**config.mk**
```make
export PLATFORM = sky130hd
export DESIGN_NAME = lcd_cmd_scheduler
export DESIGN_NICKNAME = d
export VERILOG_FILES = /design/src/rtl/lcd_cmd_scheduler.sv
export SDC_FILE = /design/constraint.sdc
export NUM_CORES = 1
export LEC_CHECK = 0
export CAP_MARGIN = 20
export CELL_PAD_IN_SITES_DETAIL_PLACEMENT = 1
export CELL_PAD_IN_SITES_GLOBAL_PLACEMENT = 1
export CORE_MARGIN = 4
export CORE_UTILIZATION = 37
export DETAILED_ROUTE_END_ITERATION = 7
export PLACE_DENSITY_LB_ADDON = 0.1
export SYNTH_ARGS = -nofsm -noshare
export SYNTH_HDL_FRONTEND = slang
export SYNTH_SLANG_ARGS = --single-unit
export TNS_END_PERCENT = 10
```
**constraint.sdc**
```tcl
create_clock -name Clock -period 2.12 [get_ports Clock]
set_input_delay 0.212 -clock Clock [delete_from_list [all_inputs] [get_ports Clock]]
set_output_delay 0.212 -clock Clock [all_outputs]
set_load 0.01 [all_outputs]
```
**src/rtl/lcd_cmd_scheduler.sv**
```systemverilog
// Character-LCD bus owner: power-on wait, init ROM playback, then
// round-robin arbitration of two byte requesters with EN/exec timing.
module lcd_cmd_scheduler #(
    parameter int T_POWERON = 2_000_000,
    parameter int T_SETUP   = 2,
    parameter int T_EN_HIGH = 25,
    parameter int T_CMD     = 2_000,
    parameter int T_CLEAR   = 82_000,
    parameter int T_LONG    = 205_000
) (
    input  logic       Clock,
    input  logic       Reset,
    input  logic       req0_valid,
    input  logic       req0_rs,
    input  logic [7:0] req0_data,
    output logic       req0_ready,
    input  logic       req1_valid,
    input  logic       req1_rs,
    input  logic [7:0] req1_data,
    output logic       req1_ready,
    output logic       LCD_EN,
    output logic       LCD_RS,
    output logic       LCD_RW,
    output logic [7:0] LCD_DADOS,
    output logic       init_done,
    output logic       busy
);

    typedef enum logic [2:0] {
        S_POWERON, S_I_SETUP, S_I_PULSE, S_I_WAIT,
        S_IDLE, S_SETUP, S_PULSE, S_WAIT
    } state_t;

    localparam logic [20:0] C_PWR  = 21'(T_POWERON - 1);
    localparam logic [20:0] C_SET  = 21'(T_SETUP - 1);
    localparam logic [20:0] C_EN   = 21'(T_EN_HIGH - 1);
    localparam logic [20:0] C_CMD  = 21'(T_CMD - 1);
    localparam logic [20:0] C_CLR  = 21'(T_CLEAR - 1);
    localparam logic [20:0] C_LONG = 21'(T_LONG - 1);

    state_t      r_state;
    state_t      w_next;
    logic [20:0] r_cnt;
    logic [20:0] w_load;
    logic [2:0]  r_idx;
    logic        r_rr_last;
    logic        r_init_done;
    logic        r_rs;
    logic [7:0]  r_data;
    logic        w_done;
    logic        w_any;
    logic        w_grant1;
    logic        w_clear;
    logic [7:0]  w_rom;

    function automatic logic [7:0] f_rom(input logic [2:0] i);
        logic [7:0] b;
        unique case (i)
            3'd0, 3'd1, 3'd2: b = 8'h30;
            3'd3:             b = 8'h38;
            3'd4:             b = 8'h0C;
            3'd5:             b = 8'h01;
            3'd6:             b = 8'h06;
            default:          b = 8'h00;
        endcase
        return b;
    endfunction

    assign w_done   = (r_cnt == 21'd0);
    assign w_any    = req0_valid | req1_valid;
    assign w_grant1 = req1_valid & (~req0_valid | ~r_rr_last);
    assign w_rom    = f_rom(r_idx);
    assign w_clear  = ~r_rs & (r_data == 8'h01 | r_data == 8'h02 |
                               r_data == 8'h03);

    // state register
    always_ff @(posedge Clock or posedge Reset) begin
        if (Reset) r_state <= S_POWERON;
        else       r_state <= w_next;
    end

    // next-state: timed states leave when the counter reads 0
    always_comb begin
        w_next = r_state;
        unique case (r_state)
            S_POWERON: if (w_done) w_next = S_I_SETUP;
            S_I_SETUP: if (w_done) w_next = S_I_PULSE;
            S_I_PULSE: if (w_done) w_next = S_I_WAIT;
            S_I_WAIT:
                if (w_done)
                    w_next = (r_idx == 3'd6) ? S_IDLE : S_I_SETUP;
            S_IDLE:    if (w_any) w_next = S_SETUP;
            S_SETUP:   if (w_done) w_next = S_PULSE;
            S_PULSE:   if (w_done) w_next = S_WAIT;
            S_WAIT:    if (w_done) w_next = S_IDLE;
        endcase
    end

    // outputs decoded from state; handshake is combinational in IDLE
    always_comb begin
        LCD_EN     = (r_state == S_I_PULSE) | (r_state == S_PULSE);
        LCD_RW     = 1'b0;
        busy       = (r_state != S_IDLE);
        req0_ready = (r_state == S_IDLE) & req0_valid & ~w_grant1;
        req1_ready = (r_state == S_IDLE) & w_grant1;
    end

    // duration-1 to load on entry to the next state
    always_comb begin
        w_load = '0;
        unique case (w_next)
            S_POWERON:          w_load = C_PWR;
            S_I_SETUP, S_SETUP: w_load = C_SET;
            S_I_PULSE, S_PULSE: w_load = C_EN;
            S_I_WAIT:
                if (r_idx == 3'd0)       w_load = C_LONG;
                else if (w_rom == 8'h01) w_load = C_CLR;
                else                     w_load = C_CMD;
            S_WAIT:  w_load = w_clear ? C_CLR : C_CMD;
            S_IDLE:  w_load = '0;
        endcase
    end

    // shared down-counter, reloaded on every state change
    always_ff @(posedge Clock or posedge Reset) begin
        if (Reset)                  r_cnt <= C_PWR;
        else if (w_next != r_state) r_cnt <= w_load;
        else if (!w_done)           r_cnt <= r_cnt - 21'd1;
    end

    // bus byte, init index, arbitration history
    always_ff @(posedge Clock or posedge Reset) begin
        if (Reset) begin
            r_idx       <= 3'd0;
            r_init_done <= 1'b0;
            r_rs        <= 1'b0;
            r_data      <= 8'h00;
            r_rr_last   <= 1'b1;
        end else begin
            if (r_state == S_I_WAIT && w_done) begin
                if (r_idx == 3'd6) r_init_done <= 1'b1;
                else               r_idx <= r_idx + 3'd1;
            end
            if (w_next == S_I_SETUP && r_state != S_I_SETUP) begin
                r_rs   <= 1'b0;
                r_data <= f_rom((r_state == S_I_WAIT) ?
                                r_idx + 3'd1 : r_idx);
            end
            if (r_state == S_IDLE && w_any) begin
                r_rs      <= w_grant1 ? req1_rs : req0_rs;
                r_data    <= w_grant1 ? req1_data : req0_data;
                r_rr_last <= w_grant1;
            end
        end
    end

    assign LCD_RS    = r_rs;
    assign LCD_DADOS = r_data;
    assign init_done = r_init_done;

endmodule

```
==> results by group, run 1 <==
Status
  • Status: completed

Synthesis
  • Adder-cell share of the synthesized area: 0.0324
  • Seq/Total Area, Yosys: 0.418
  • Cells after synthesis: 250
  • Synth Area in Simple Gates: 0.229
  • Synth Register Bits: 38
  • Largest family of logic cells by synthesized area: simple AND/OR/NAND/NOR gates
  • Distinct cells, synth: between 50 and 60
  • Mux contribution to synthesized area: 0.0389
  • Syn Nets: 278
  • Synth Area in Compound Gates: 0.181
  • XOR/XNOR share of the synthesized area: 0.0605
  • Post-Synthesis Cell Area: 2320 um^2
  • Syn Area/Cell: a little over 9 um^2
  • Number of flops mapped to enable cells by yosys: 0
  • YS warnings: 0
  • FFs w/ async S/R, synth: 1.00
  • Primary FF master, synth: dfrtp_1

Die
  • Core Footprint: approximately 6000 um^2
  • Placement Rows: 28
  • Die width: 87.1 um
  • I/O Pins: 37
  • DIE HEIGHT: approximately 87 um
  • Initial core utilization: 0.387
  • Die ar.: between 7000 and 8000 um^2

Setup path
  • Worst Path Class, Setup: reg -> reg
  • Startpoint types: flop
  • Critical path fanouts, max: 7
  • Worst Path Required: about 2300 ps
  • Crit. End Element: flop
  • Flop2flop setup slack: between 20 and 30 ps
  • CP arrival: 2310 ps

Routing
  • Routed len/inst: approximately 18 um
  • Initial DRC count: 69
  • Number of DRC violations after detailed routing: 0
  • DRT Wirelength: between 6 and 7 mm
  • Routed vias: around 2,200
  • Vias per inst: between 5 and 6
  • Antenna viol nets, final: 0
  • Drt pass-1 iters: 4

STA
  • Worst-case clock skew: ~6.6 ps
  • Minimum clock period: 2090 ps
  • Final Setup Violations: 0
  • Hold Fails Final Rpt: 0
  • Slew Viols, Final: 0
  • Worst setup margin: 27.2 ps
  • RSZ-0062 raised after global routing: true
  • Fin crit share: 0.987
  • Worst hold slack: roughly 350 ps
  • Slew Limit Headroom: 0.661
  • F_max: between 400 and 500 MHz
  • Slew at the pin with the worst max-slew slack: just over 500 ps

Power and ir drop
  • Max VDD drop: around 0.3 mV
  • Seq pwr share: 0.555
  • Power Dens Cells: between 400 and 500 nW/um^2
  • Clock Power Share: 0.383
  • P_sw: 0.303 mW
  • P_leak: 1.27 nW
  • Internal Pwr Total: between 1 and 1.5 mW
  • Switching Share: 0.231
  • Part of the power in combinational logic: 0.062
  • Overall Power: around 1.3 mW

Clock network
  • Clock Path Buffers: 2
  • Clk root buf: clkbuf_8
  • H-tree levels: 2
  • CTS tree: yes
  • Clock Pin Slew Worst Setup and Hold Paths: around 80 ps
  • Worst skew pair latency: ~300 ps
  • TritonCTS buffer count: 5
  • Clock sinks: 38
  • CTS Hold Bufs: 0

Worst hold path
  • Hold Path Class: in -> async

Place
  • Post-DP HPWL: about 5.3 mm
  • Gpl congestion: 0.838
  • DP Worst Slack: -30.1 ps
  • Port Buffer Count: 35

Global routing
  • Global route overflow: 0
  • Global-route wire length before repair: approximately 12 mm
  • Largest net degree at the start of global routing: 39
  • Vias in the first global route: between 2,000 and 2,500
  • Initial antenna violation count: 0
  • GRT Total Usage: 0.201

Final layout
  • Ant. Diodes: 0
  • Fin nets: 350
  • Share of layout cells above drive strength 1: 0.248
  • Fillers: about 700
  • Area delta synth->final: 36.6%

Run
  • Max_cap viols: 0
sequential cells by signal (all words and copies together), names as in the netlist:
name / flops
LCD_DADOS: 8
r_state: 3
r_rr_last: 1
LCD_RS: 1
r_idx: 3
r_cnt: 21
init_done: 1
final cells by class:
cell class	instances	area, um^2	share of cell area
timing repair buffer	78	673	0.213
clock buffer	8	80.1	0.0253
sequential	38	970	0.306
tap	75	93.8	0.0297
inverter	9	33.8	0.0107
multi-input combinational	190	1310	0.415
metal layers:
metal	wire [um]	track usage	vias to the layer above
met4	72	0.0544	0
met3	324	0.0312	7
met2	3170	0.316	38
li1	-	-	1055
met5	0	0	-
met1	3410	0.288	1064
final timing paths:
check,from,end,cells after the start
min,Reset,LCD_DADOS[4],3
max reg2reg,r_cnt[16],r_cnt[3],6
max,r_cnt[16],r_cnt[3],6
max in group asynchronous,Reset,r_cnt[17],3
min reg2reg,r_cnt[20],r_cnt[20],1
min in group Clock,r_cnt[20],r_cnt[20],1
Yosys cell counts (2+ instances only):
cell       n  area, um^2
a21boi_0   2        15.0
ha_1       6        75.1
nand2b_1   2        12.5
mux2i_1    9        90.1
nor4_1     5        31.3
nand3_1   12        60.1
or2_2      2        12.5
xnor2_1   14         123
nor2b_1    2        12.5
dfstp_2   14         368
a21oi_1    9        45.0
a31oi_1    2        12.5
nor3_1     7        35.0
dfrtp_1   24         601
nand3b_1   2        15.0
a22oi_1    2        15.0
o21ai_0   13        65.1
clkbuf_1   8        30.0
o211ai_1   5        37.5
nor2_1    18        67.6
a21o_1     3        22.5
o22ai_1    3        18.8
o221ai_1   2        17.5
xor2_1     2        17.5
nor3b_1    3        22.5
or4_4      2        22.5
a221o_1    2        20.0
buf_2      3        15.0
nand2_1   23        86.3
o31ai_1    4        30.0
inv_1      9        33.8
and3_1     5        31.3
or4_1      4        30.0
or3_1      4        25.0
power by group through the flow:
| stage | registers (mW) | clock network (mW) | logic [mW] |
|---|---|---|---|
| after CTS | 0.728 | 0.514 | 0.0834 |
| after floorplan | 0.741 | 0 | 0.0320 |
| final | 0.728 | 0.502 | 0.0814 |
| after global placement | 0.741 | 0 | 0.0813 |
| after detailed placement | 0.741 | 0 | 0.0831 |
| after global routing | 0.728 | 0.546 | 0.0900 |
cells by family after synthesis:
logic type	Yosys count
adders and majority gates	6
and+or+nand+nor	97
AOI/OAI and AO/OA	61
xor gates and xnor gates	16
DFF	38
muxes	9
other	1
buffers and inverters	22
per-stage QoR:
step                      cell area, um^2  setup TNS (ps)  utilization  instances
final                                3160               0        0.528        398
after global routing                 3160            -426        0.528        398
after CTS                            3120           -21.3        0.521        398
after detailed placement             3020           -62.8        0.504        388
after global placement               3020           -48.7        0.504        388
after floorplan                      2320           -30.7            -        250
what timing repair did:
item,in CTS,in global routing
pin swaps,1,0
setup buffers,1,0
gates cloned,1,0
endpoints found under the setup margin,10,26
resized for setup,7,12
worst max-delay path, stage by stage, from the launching register on:
cell	delay, ps
dfrtp_1	380
or4_4	570
or4_4	490
nor2_4	220
buf_4	150
nand2_1	40
o211ai_1	180
cells in the final DEF (no fill, tap or decap), drive strengths merged, types with 12 or more instances in the layout:
master / n
buf: 43
clkdlybuf4s50: 34
dfrtp: 24
dfstp: 14
nand2: 23
nand3: 12
nor2: 19
o21ai: 14
xnor2: 14
(Power assumes the default switching activity.)
==> inputs of run 2 (changes only) <==
--- a/config.mk
+++ b/config.mk
@@ -5,7 +5,7 @@
 export SDC_FILE = /design/constraint.sdc
 export NUM_CORES = 1
 export LEC_CHECK = 0
-export CAP_MARGIN = 20
+export CAP_MARGIN = 30
 export CELL_PAD_IN_SITES_DETAIL_PLACEMENT = 1
 export CELL_PAD_IN_SITES_GLOBAL_PLACEMENT = 1
 export CORE_MARGIN = 4
==> results of run 2 <==
The final DEF is identical to that of run 1; final timing and power are the same.
==> inputs of run 3 (changes only) <==
==> constraint.sdc (replaced) <==
create_clock -name Clock -period 1.7 [get_ports Clock]
set_input_delay 0.17 -clock Clock [delete_from_list [all_inputs] [get_ports Clock]]
set_output_delay 0.17 -clock Clock [all_outputs]
set_load 0.01 [all_outputs]
==> run 3 against run 2 <==
Net effect: the flow now finishes with violations (negative setup slack); worst setup slack got worse by 530 ps; via count rose by 11%; wire length rose by 22%; worst hold slack got worse by 110 ps; critical path depth fell by 1; clock power rose by 95%; count of clock-buffer cells in the layout fell by 2.
==> results by group, run 3 (synthesis results as in run 1) <==
Status
  • Status: finished with violations
  • Violated checks: negative setup slack

Power and ir drop
  • P_leak: 1.53 nW (+21%)
  • Max VDD drop: 0.373 mV (+24%)
  • Switching Share: 0.200 (-0.0318)
  • Power Dens Cells: 550 nW/um^2 (+33%)
  • Internal Pwr Total: 1.60 mW (+59%)
  • Part of the power in combinational logic: 0.057 (-0.005)
  • Clock Power Share: 0.489 (+0.106)
  • P_sw: 0.399 mW (+31%)
  • Seq pwr share: 0.454 (-0.101)

Final layout
  • Most flops, register: r_cnt
  • Fin nets: 396 (+13%)
  • Number of flip-flops in the largest register: 21 (unchanged)
  • Commonest cells after routing, fill and taps aside: buf_4 (87), clkdlybuf4s50_1 (31), dfrtp_1 (24)
  • Share of layout cells above drive strength 1: 0.385 (+0.137)
  • Area delta synth->final: 56.9%
  • Ant. Diodes: 0 (unchanged)
  • Fillers: 686 (-1.9%)
  • Commonest non-fill, non-tap cell in the layout: buf_4
  • Fin cells: 444 (+12%)
  • Design Area, Final: 3630 um^2 (+15%)

Die
  • I/O Pins: 37 (unchanged)
  • Die width: 87.1 um (unchanged)
  • Placement Rows: 28 (unchanged)
  • Core Footprint: 5990 um^2 (unchanged)
  • Initial core utilization: 0.387 (unchanged)
  • Die ar.: 7590 um^2 (unchanged)
  • DIE HEIGHT: 87.1 um (unchanged)

Setup path
  • CP arrival: 2380 ps (+70 ps)
  • Worst Path Class, Setup: reg -> reg
  • Reg2Reg Launch Point: r_cnt[16]
  • Critical path fanouts, max: 3 (-4)
  • Crit. Startpoint: r_cnt[16]
  • Worst Path Required: 1870 ps (-470 ps)
  • Crit. End Element: flop
  • Startpoint types: flop

Routing
  • Vias per inst: 5.40 (-0.63%)
  • DRT Wirelength: 8.52 mm (+22%)
  • Drt pass-1 iters: 4 (unchanged)
  • Number of DRC violations after detailed routing: 0 (unchanged)
  • Routed len/inst: 19.2 um (+9.5%)
  • Routed vias: 2,399 (+11%)
  • Antenna viol nets, final: 0 (unchanged)
  • Initial DRC count: 82 (+19%)

STA
  • Slew Viols, Final: 0 (unchanged)
  • Worst-case clock skew: 5.79 ps (-0.776 ps)
  • Hold Fails Final Rpt: 0 (unchanged)
  • Final Setup Violations: 37 (+37)
  • Minimum clock period: 2200 ps (+112 ps)
  • Worst hold slack: 234 ps (-113 ps)
  • Fin crit share: 1.30 (+0.310)
  • F_max: 454 MHz (-5.1%)
  • RSZ-0062 raised after global routing: true
  • Worst setup margin: -505 ps (-532 ps)
  • Final setup TNS: -12,330 ps (-12,330 ps)

Clock network
  • Clock sinks: 38 (unchanged)
  • Clk root buf: clkbuf_8
  • TritonCTS buffer count: 5 (unchanged)
  • Clock Pin Slew Worst Setup and Hold Paths: 80 ps (about the same)
  • Clock Path Buffers: 2 (unchanged)
  • Worst skew pair latency: 300 ps (about the same)
  • H-tree levels: 2 (unchanged)
  • CTS Hold Bufs: 0 (unchanged)
  • CTS tree: yes

Place
  • Post-DP HPWL: 5.99 mm (+13%)
  • DP Worst Slack: -436 ps (-406 ps)
  • Port Buffer Count: 35 (unchanged)
  • Gpl congestion: 0.823 (-1.8%)
  • Placed cells: 432 (+11%)
  • Placed standard-cell area: 3370 um^2 (+12%)

Run
  • Max_cap viols: 0 (unchanged)

Global routing
  • Global route overflow: 0 (unchanged)
  • Global-route wire length before repair: 13.4 mm (+12%)
  • GRT Total Usage: 0.227 (+0.0264)
  • Initial antenna violation count: 0 (unchanged)
  • Largest net degree at the start of global routing: 39 (unchanged)
  • Vias in the first global route: 2,543 (+8.4%)

Worst hold path
  • Hold Path Class: in -> async
[run 3: cell count changes in the layout (fill, tap and decap cells not counted), sizes merged]
cell / previous run / this run
bufinv: 0 / 2
clkdlybuf4s50: 34 / 31
buf: 43 / 90
[run 3: path summary, 6_finish.rpt]
check	slack [ps]	to	cells after the start
min in group Clock	490	init_done	1
max	-500	LCD_DADOS[4]	5
min reg2reg	490	init_done	1
max in group asynchronous	1190	r_cnt[18]	3
min	230	LCD_DADOS[5]	3
max reg2reg	-500	LCD_DADOS[4]	5
[run 3: cell type report]
type / instances / area (um^2) / area share
timing repair buffer: 124 / 1020 / 0.280
multi-input combinational: 190 / 1380 / 0.379
sequential: 38 / 968 / 0.267
clock buffer: 6 / 82.6 / 0.0227
inverter: 9 / 33.8 / 0.00930
clock inverter: 2 / 60.1 / 0.0165
tap: 75 / 93.8 / 0.0258
[run 3: worst max-delay path: stages (launching register included)]
cell,delay (ps)
dfrtp_1,390
or4_4,580
nor4_4,300
o2111ai_2,210
and2_4,220
a221o_1,370
[run 3: stage by stage]
| stage | power, mW | util |
|---|---|---|
| floorplan | 0.964 | - |
| global placement | 1.04 | 0.562 |
| detailed placement | 1.04 | 0.562 |
| CTS | 2.01 | 0.603 |
| global route | 2.05 | 0.607 |
| finish | 2.00 | 0.607 |
[run 3: repair_timing]
item / in CTS / in global routing
buffers inserted: 2 / 2
resized for setup: 32 / 9
setup endpoints to repair: 41 / 40
pin swaps: 4 / 4
[run 3: power by group through the flow]
stage	clock network, mW	registers (mW)	logic (mW)
final	0.977	0.908	0.113
after CTS	0.986	0.908	0.115
after floorplan	0	0.924	0.0398
after global routing	1.02	0.908	0.123
after global placement	0	0.924	0.112
after detailed placement	0	0.924	0.114
[run 3: routing by layer]
layer / global-route usage / wire length [um] / share of wire / vias up
li1: - / - / - / 1148
met1: 0.299 / 3790 / 0.45 / 1203
met2: 0.390 / 4270 / 0.50 / 32
met3: 0.0341 / 229 / 0.027 / 16
met4: 0.0600 / 225 / 0.026 / 0
met5: 0 / 0 / 0 / -
==> edit 1 (config.mk and constraints of run 3) <==
Make the reset (`Reset`) synchronous in 3 clocked blocks.
--- a/src/rtl/lcd_cmd_scheduler.sv
+++ b/src/rtl/lcd_cmd_scheduler.sv
@@ -74,7 +74,7 @@
                                r_data == 8'h03);
 
     // state register
-    always_ff @(posedge Clock or posedge Reset) begin
+    always_ff @(posedge Clock) begin
         if (Reset) r_state <= S_POWERON;
         else       r_state <= w_next;
     end
@@ -122,14 +122,14 @@
     end
 
     // shared down-counter, reloaded on every state change
-    always_ff @(posedge Clock or posedge Reset) begin
+    always_ff @(posedge Clock) begin
         if (Reset)                  r_cnt <= C_PWR;
         else if (w_next != r_state) r_cnt <= w_load;
         else if (!w_done)           r_cnt <= r_cnt - 21'd1;
     end
 
     // bus byte, init index, arbitration history
-    always_ff @(posedge Clock or posedge Reset) begin
+    always_ff @(posedge Clock) begin
         if (Reset) begin
             r_idx       <= 3'd0;
             r_init_done <= 1'b0;
Function: no difference found for any inputs over 10 cycles, from zero or initial values and one cycle with Reset high; that may be too few to reach the edited logic, so the function may still have changed.
==> edit 1 against run 3 <==
The run still ends with negative setup slack left; die area down 3.8%; count of clock-buffer cells in the layout is 1 higher; final area down 4.8%; critical endpoint is now LCD_DADOS[4]$_SDFFE_PP0P_; clock power shrank 32%; power is 14% lower; area after synthesis fell by 4.2%; critical path type unchanged; cell count up 3.6%; sequential cell count did not move; setup slack lost 0.30 ns; routed wire length is 3.6% lower; largest cell class unchanged.
==> edit 1: results (changes against run 3) <==
- Status: complete, but fails checks
- Failing checks: negative setup slack
- Critical path peak fanout: 5 (+2)
- Post-Synthesis Cells: 280 (+12%)
- Share of layout cells above drive strength 1: 33.2% (-5.2 points)
- Antenna viol nets, final: 0 (unchanged)
- Clk slew on worst S/H paths: 0.08 ns (about the same)
- Fillers: 705 (+2.8%)
- Finish-stage setup viols: 37 (unchanged)
- Area contributors post-synth: dfxtp_1, nand2_1, a21oi_1
- Inst Count DP: 447 (+3.5%)
- Hold Path Origin: r_rr_last$_SDFFE_PP1P_
- Setup CP Type: reg2reg
- Hold EP: r_rr_last$_SDFFE_PP1P_
- Wirelength per Cell: 17.9 um (-7.0%)
- CTS Buf Count: 5 (unchanged)
- Synth Warn #: 0 (unchanged)
- Async set or reset register ratio after synthesis: 0% (-100 points)
- Global-route wire length before repair: 13.1 mm (-2.3%)
- Vias per cell: 5.54 (+2.5%)
- Top FF cell, synth: dfxtp_1
- Register with the most flip-flops: r_cnt
- Internal: 1310 uW (-18%)
- H-tree levels: 2 (unchanged)
- RePlAce Congestion: 0.825 (+0.21%)
- Max reg flops: 21 (unchanged)
- GRT Overall Usage: 22.4% (-0.29 points)
- Final Net Count: 415 (+4.8%)
- Worst VDD drop: 0.000407 V (+8.9%)
- Top cells by count, synth: dfxtp_1, nand2_1, nor2_1
- Drt initial violations: 111 (+35%)
- CTS root buffer: clkbuf_8
- Lkg Pwr: 0.00138 uW (-9.8%)
- Final WS setup: -0.809 ns (-0.304 ns)
- Clock Skews: 0.0104 ns (+0.00459 ns)
- Post-Syn Nets: 308 (+11%)
- Placed wire-length estimate: 5.90 mm (-1.5%)
- # diodes: 0 (unchanged)
- Cell variety after synth: 54 (-5.3%)
- PortBufs: 35 (unchanged)
- Largest net degree at the start of global routing: 28 (-28%)
- Worst skew pair latency: 0.30 ns (about the same)
- Critical R2R Capture: LCD_DADOS[4]$_SDFFE_PP0P_
- Vias in the first global route: 2,664 (+4.8%)
- Crit. Startpoint: r_cnt[6]$_SDFFE_PP1P_
- Seq/Total Area, Yosys: 34.3% (-7.5 points)
- Hold path depth: 1
- Initial antenna violation count: 0 (unchanged)
- Final WL: 8.21 mm (-3.6%)
- Hold Path Class: reg2reg
- R2R cell count: 6 (+1)
[edit 1: cell types whose count changed in the layout (fill, tap and decap cells not counted), moves of 6 or more]
| cell | before | now |
|---|---|---|
| dfxtp_1 | 0 | 37 |
| dfrtp_1 | 24 | 0 |
| buf_4 | 87 | 71 |
| dfstp_2 | 14 | 0 |
| a21oi_1 | 7 | 20 |
| nand2_1 | 22 | 33 |
| buf_6 | 1 | 9 |
| nand3_1 | 10 | 2 |
| mux2i_1 | 9 | 2 |
| nor3_1 | 5 | 11 |
[edit 1: through the flow]
stage | TNS, ns | instance area, um2 | setup slack (ns) | utilization (%) | hold WS, ns
detailed placement | -26.78 | 3160 | -0.879 | 55.6 | 0.458
floorplan | -23.52 | 2220 | -0.916 | - | 0.436
global placement | -23.38 | 3160 | -0.785 | 55.6 | 0.444
global route | -24.56 | 3460 | -0.877 | 60.9 | 0.486
CTS | -22.90 | 3340 | -0.803 | 58.9 | 0.475
finish | -22.22 | 3460 | -0.809 | 60.9 | 0.477
[edit 1: power by group through the flow]
| stage | Sequential (uW) | Clock, uW | Combinational [uW] |
|---|---|---|---|
| final | 899 | 664 | 155 |
| after global routing | 900 | 708 | 169 |
| after CTS | 899 | 669 | 149 |
| after detailed placement | 920 | 0 | 147 |
| after global placement | 919 | 0 | 145 |
| after floorplan | 920 | 0 | 51.4 |
[edit 1: final cells by class]
type | instances | area (um2) | share of cell area [%]
Sequential cell | 38 | 762 | 22.0
Inverter | 11 | 41.3 | 1.19
Timing Repair Buffer | 115 | 990 | 28.6
Clock inverter | 1 | 5.00 | 0.145
Clock buffer | 7 | 86.3 | 2.50
Tap cell | 72 | 90.1 | 2.60
Multi-Input combinational cell | 216 | 1480 | 42.9
[edit 1: cells by family after synthesis]
kind of cell / synth area share, %
AND/OR/NAND/NOR: 24.4
multiplexers: 0.902
buffers and inverters: 5.81
flip-flops: 34.3
XOR/XNOR: 7.50
AO/OA/AOI/OAI: 23.6
other: 0.169
adder cells (fa/ha/maj): 3.38
[edit 1: timing repair]
| item | 4_1_cts | 5_1_grt |
|---|---|---|
| hold buffers | 0 | 0 |
| buffers inserted | 0 | 4 |
| endpoints found under the setup margin | 41 | 40 |
| gates resized for setup | 35 | 25 |
| cloned | 1 | 0 |
| pin swaps | 6 | 11 |
[edit 1: per-layer routing]
metal	wire length [um]	global-route usage, %
met2	4380	42.0
met5	0	0
met3	255	4.47
met4	196	6.04
met1	3380	25.6
[edit 1: worst max-delay path, cell delays in order, from the launching register on]
cell     delay (ns)
dfxtp_2        0.32
or4_4          0.53
or4_4          0.48
or2_4          0.30
o311a_4        0.34
a311o_1        0.33
a21oi_1        0.12
==> edit 2 (flow settings as in run 3) <==
Made on the original files. The parameter `T_LONG` goes from 205_000 to 102_500.
--- a/src/rtl/lcd_cmd_scheduler.sv
+++ b/src/rtl/lcd_cmd_scheduler.sv
@@ -6,7 +6,7 @@
     parameter int T_EN_HIGH = 25,
     parameter int T_CMD     = 2_000,
     parameter int T_CLEAR   = 82_000,
-    parameter int T_LONG    = 205_000
+    parameter int T_LONG    = 102_500
 ) (
     input  logic       Clock,
     input  logic       Reset,
Function: no difference found for any inputs over 10 cycles, from zero or initial values and one cycle with Reset high; that may be too few to reach the edited logic, so the function may still have changed.
==> edit 2 against run 3 <==
The flow still finishes with violations (negative setup slack); maximum frequency down 13%; setup slack worse by 0.33 ns; clock skew shrank 0.0021 ns; cell count fell by 5.9%; power down 17%; synthesized cell count down 8.0%; routed wire length fell by 12%; area after synthesis fell by 1.9%; sequential power barely moved; die area decreased by 1.8%; sequential cell count unchanged; final area down 4.5%; critical path type unchanged; critical endpoint is now r_state[0]$_DFF_PP0_.
==> edit 2: results (changes against run 3) <==
- Critical path peak fanout: 5 (+2)
- Status: complete, but fails checks
- R2R Setup Slk: -0.83 ns (-0.33 ns)
- Seq/Total Area, Yosys: 42.6% (+0.83 points)
- DR vias: 2,260 (-5.8%)
- Lkg Pwr: 0.00145 uW (-5.3%)
- Critical R2R Capture: r_state[0]$_DFF_PP0_
- Placed wire-length estimate: 5.72 mm (-4.5%)
- Global-route wire length before repair: 12.6 mm (-5.9%)
- Switching portion of total power: 22.4% (+2.4 points)
- Failing checks: negative setup slack
- Async set or reset register ratio after synthesis: 100% (unchanged)
- Area contributors post-synth: dfrtp_1, dfstp_2, mux2i_1
- Drt initial violations: 86 (+4.9%)
- Initial antenna violation count: 0 (unchanged)
- Met2 Track Usage GR: 40.4% (+1.4 points)
- Finish-stage setup viols: 37 (unchanged)
- Clk buf depth: 2 (unchanged)
- Xor/xnor share of the synthesized area: 6.56% (+0.51 points)
- Inst Count DP: 407 (-5.8%)
- Final WL: 7.52 mm (-12%)
- Top cells by count, synth: dfrtp_1, o21ai_0, dfstp_2
- Final Net Count: 370 (-6.6%)
- WL met1: 3.18 mm (-16%)
- WHS: 0.240 ns (+0.00624 ns)
- Crit path DAT: 2.70 ns (+0.32 ns)
- RePlAce Congestion: 0.816 (-0.90%)
- Worst r2r src: r_cnt[13]$_DFFE_PP0P_
- Post-Syn Nets: 258 (-7.2%)
- Synth Area in Compound Gates: 15.9% (-2.2 points)
- Clk. pwr: 660 uW (-32%)
- Fillers: 694 (+1.2%)
- # diodes: 0 (unchanged)
- GRT Overall Usage: 21.6% (-1.1 points)
- Clk slew on worst S/H paths: 0.08 ns (about the same)
- Logic pwr share: 6.1% (+0.4 points)
- Share of layout cells above drive strength 1: 40.2% (+1.8 points)
- Max stage delay on crit path: 0.55 ns (-0.03 ns)
- Met3 wire length: 191 um (-17%)
- Placed Instance Area: 3280 um2 (-2.5%)
- Vias in the first global route: 2,463 (-3.1%)
- Vias per cell: 5.41 (about the same)
- Max reg flops: 21 (unchanged)
- H-tree levels: 2 (unchanged)
- Global Route met3 Usage: 3.04% (-0.36 points)
- Final setup TNS: -26.40 ns (-14.07 ns)
- Metal2 WL: 4.07 mm (-4.7%)
- Multiplexer area fraction after synthesis: 6.89% (+3.0 points)
- Slowest cell on crit path: or4_4
- Post-Synth Adder-Cell Area: 3.31% (+0.064 points)
- Final WS setup: -0.832 ns (-0.327 ns)
- CP top delay family: simple AND/OR/NAND/NOR gates
- Worst VDD drop: 0.000313 V (-16%)
- Post-Place Setup Slack: -0.886 ns (-0.451 ns)
- Post-Synthesis Cells: 230 (-8.0%)
- Met1 usage: 26.2% (-3.7 points)
- PortBufs: 35 (unchanged)
- Clock Skews: 0.00365 ns (-0.00214 ns)
- PwrDens: 481 nW/um2 (-13%)
- Cell variety after synth: 53 (-7.0%)
[edit 2: cell types whose count changed after synthesis, sizes merged, moves of 4 or more]
| cell | run 3 | this run |
|---|---|---|
| o2bb2ai | 0 | 4 |
| or3 | 4 | 9 |
| mux2 | 0 | 5 |
| xor2 | 2 | 8 |
| xnor2 | 14 | 9 |
| nand2 | 23 | 13 |
| nor2 | 19 | 10 |
| and3 | 5 | 1 |
| o211ai | 5 | 0 |
[edit 2: worst max-delay path by stage]
stage | cells after the start | from | end
after floorplan | 6 | r_cnt[13]$_DFFE_PP0P_ | r_idx[2]$_DFFE_PP0P_
after global placement | 5 | r_cnt[13]$_DFFE_PP0P_ | LCD_DADOS[0]$_DFFE_PP0P_
after detailed placement | 5 | r_cnt[13]$_DFFE_PP0P_ | LCD_DADOS[0]$_DFFE_PP0P_
after CTS | 7 | r_cnt[13]$_DFFE_PP0P_ | r_cnt[12]$_DFFE_PP0P_
after global routing | 7 | r_cnt[13]$_DFFE_PP0P_ | r_cnt[12]$_DFFE_PP0P_
final | 5 | r_cnt[13]$_DFFE_PP0P_ | r_state[0]$_DFF_PP0_
[edit 2: final cells by class]
type                            instances  area [um2]  area share (%)
Clock buffer                            7        86.3            2.49
Clock inverter                          1        5.00           0.144
Inverter                                7        26.3           0.758
Multi-Input combinational cell        173        1280            36.9
Sequential cell                        38         970            28.0
Tap cell                               75        93.8            2.71
Timing Repair Buffer                  117        1010            29.0
[edit 2: tightest hold or removal path: cells and delay by family]
kind | cells | cell delay, ns
buffers and inverters | 3 | 0.72
[edit 2: repair_timing]
| item | 4_1_cts | 5_1_grt |
|---|---|---|
| pin swaps | 3 | 0 |
| gates cloned | 0 | 1 |
| resized for setup | 32 | 4 |
| endpoints found under the setup margin | 41 | 39 |
| buffers inserted | 2 | 0 |
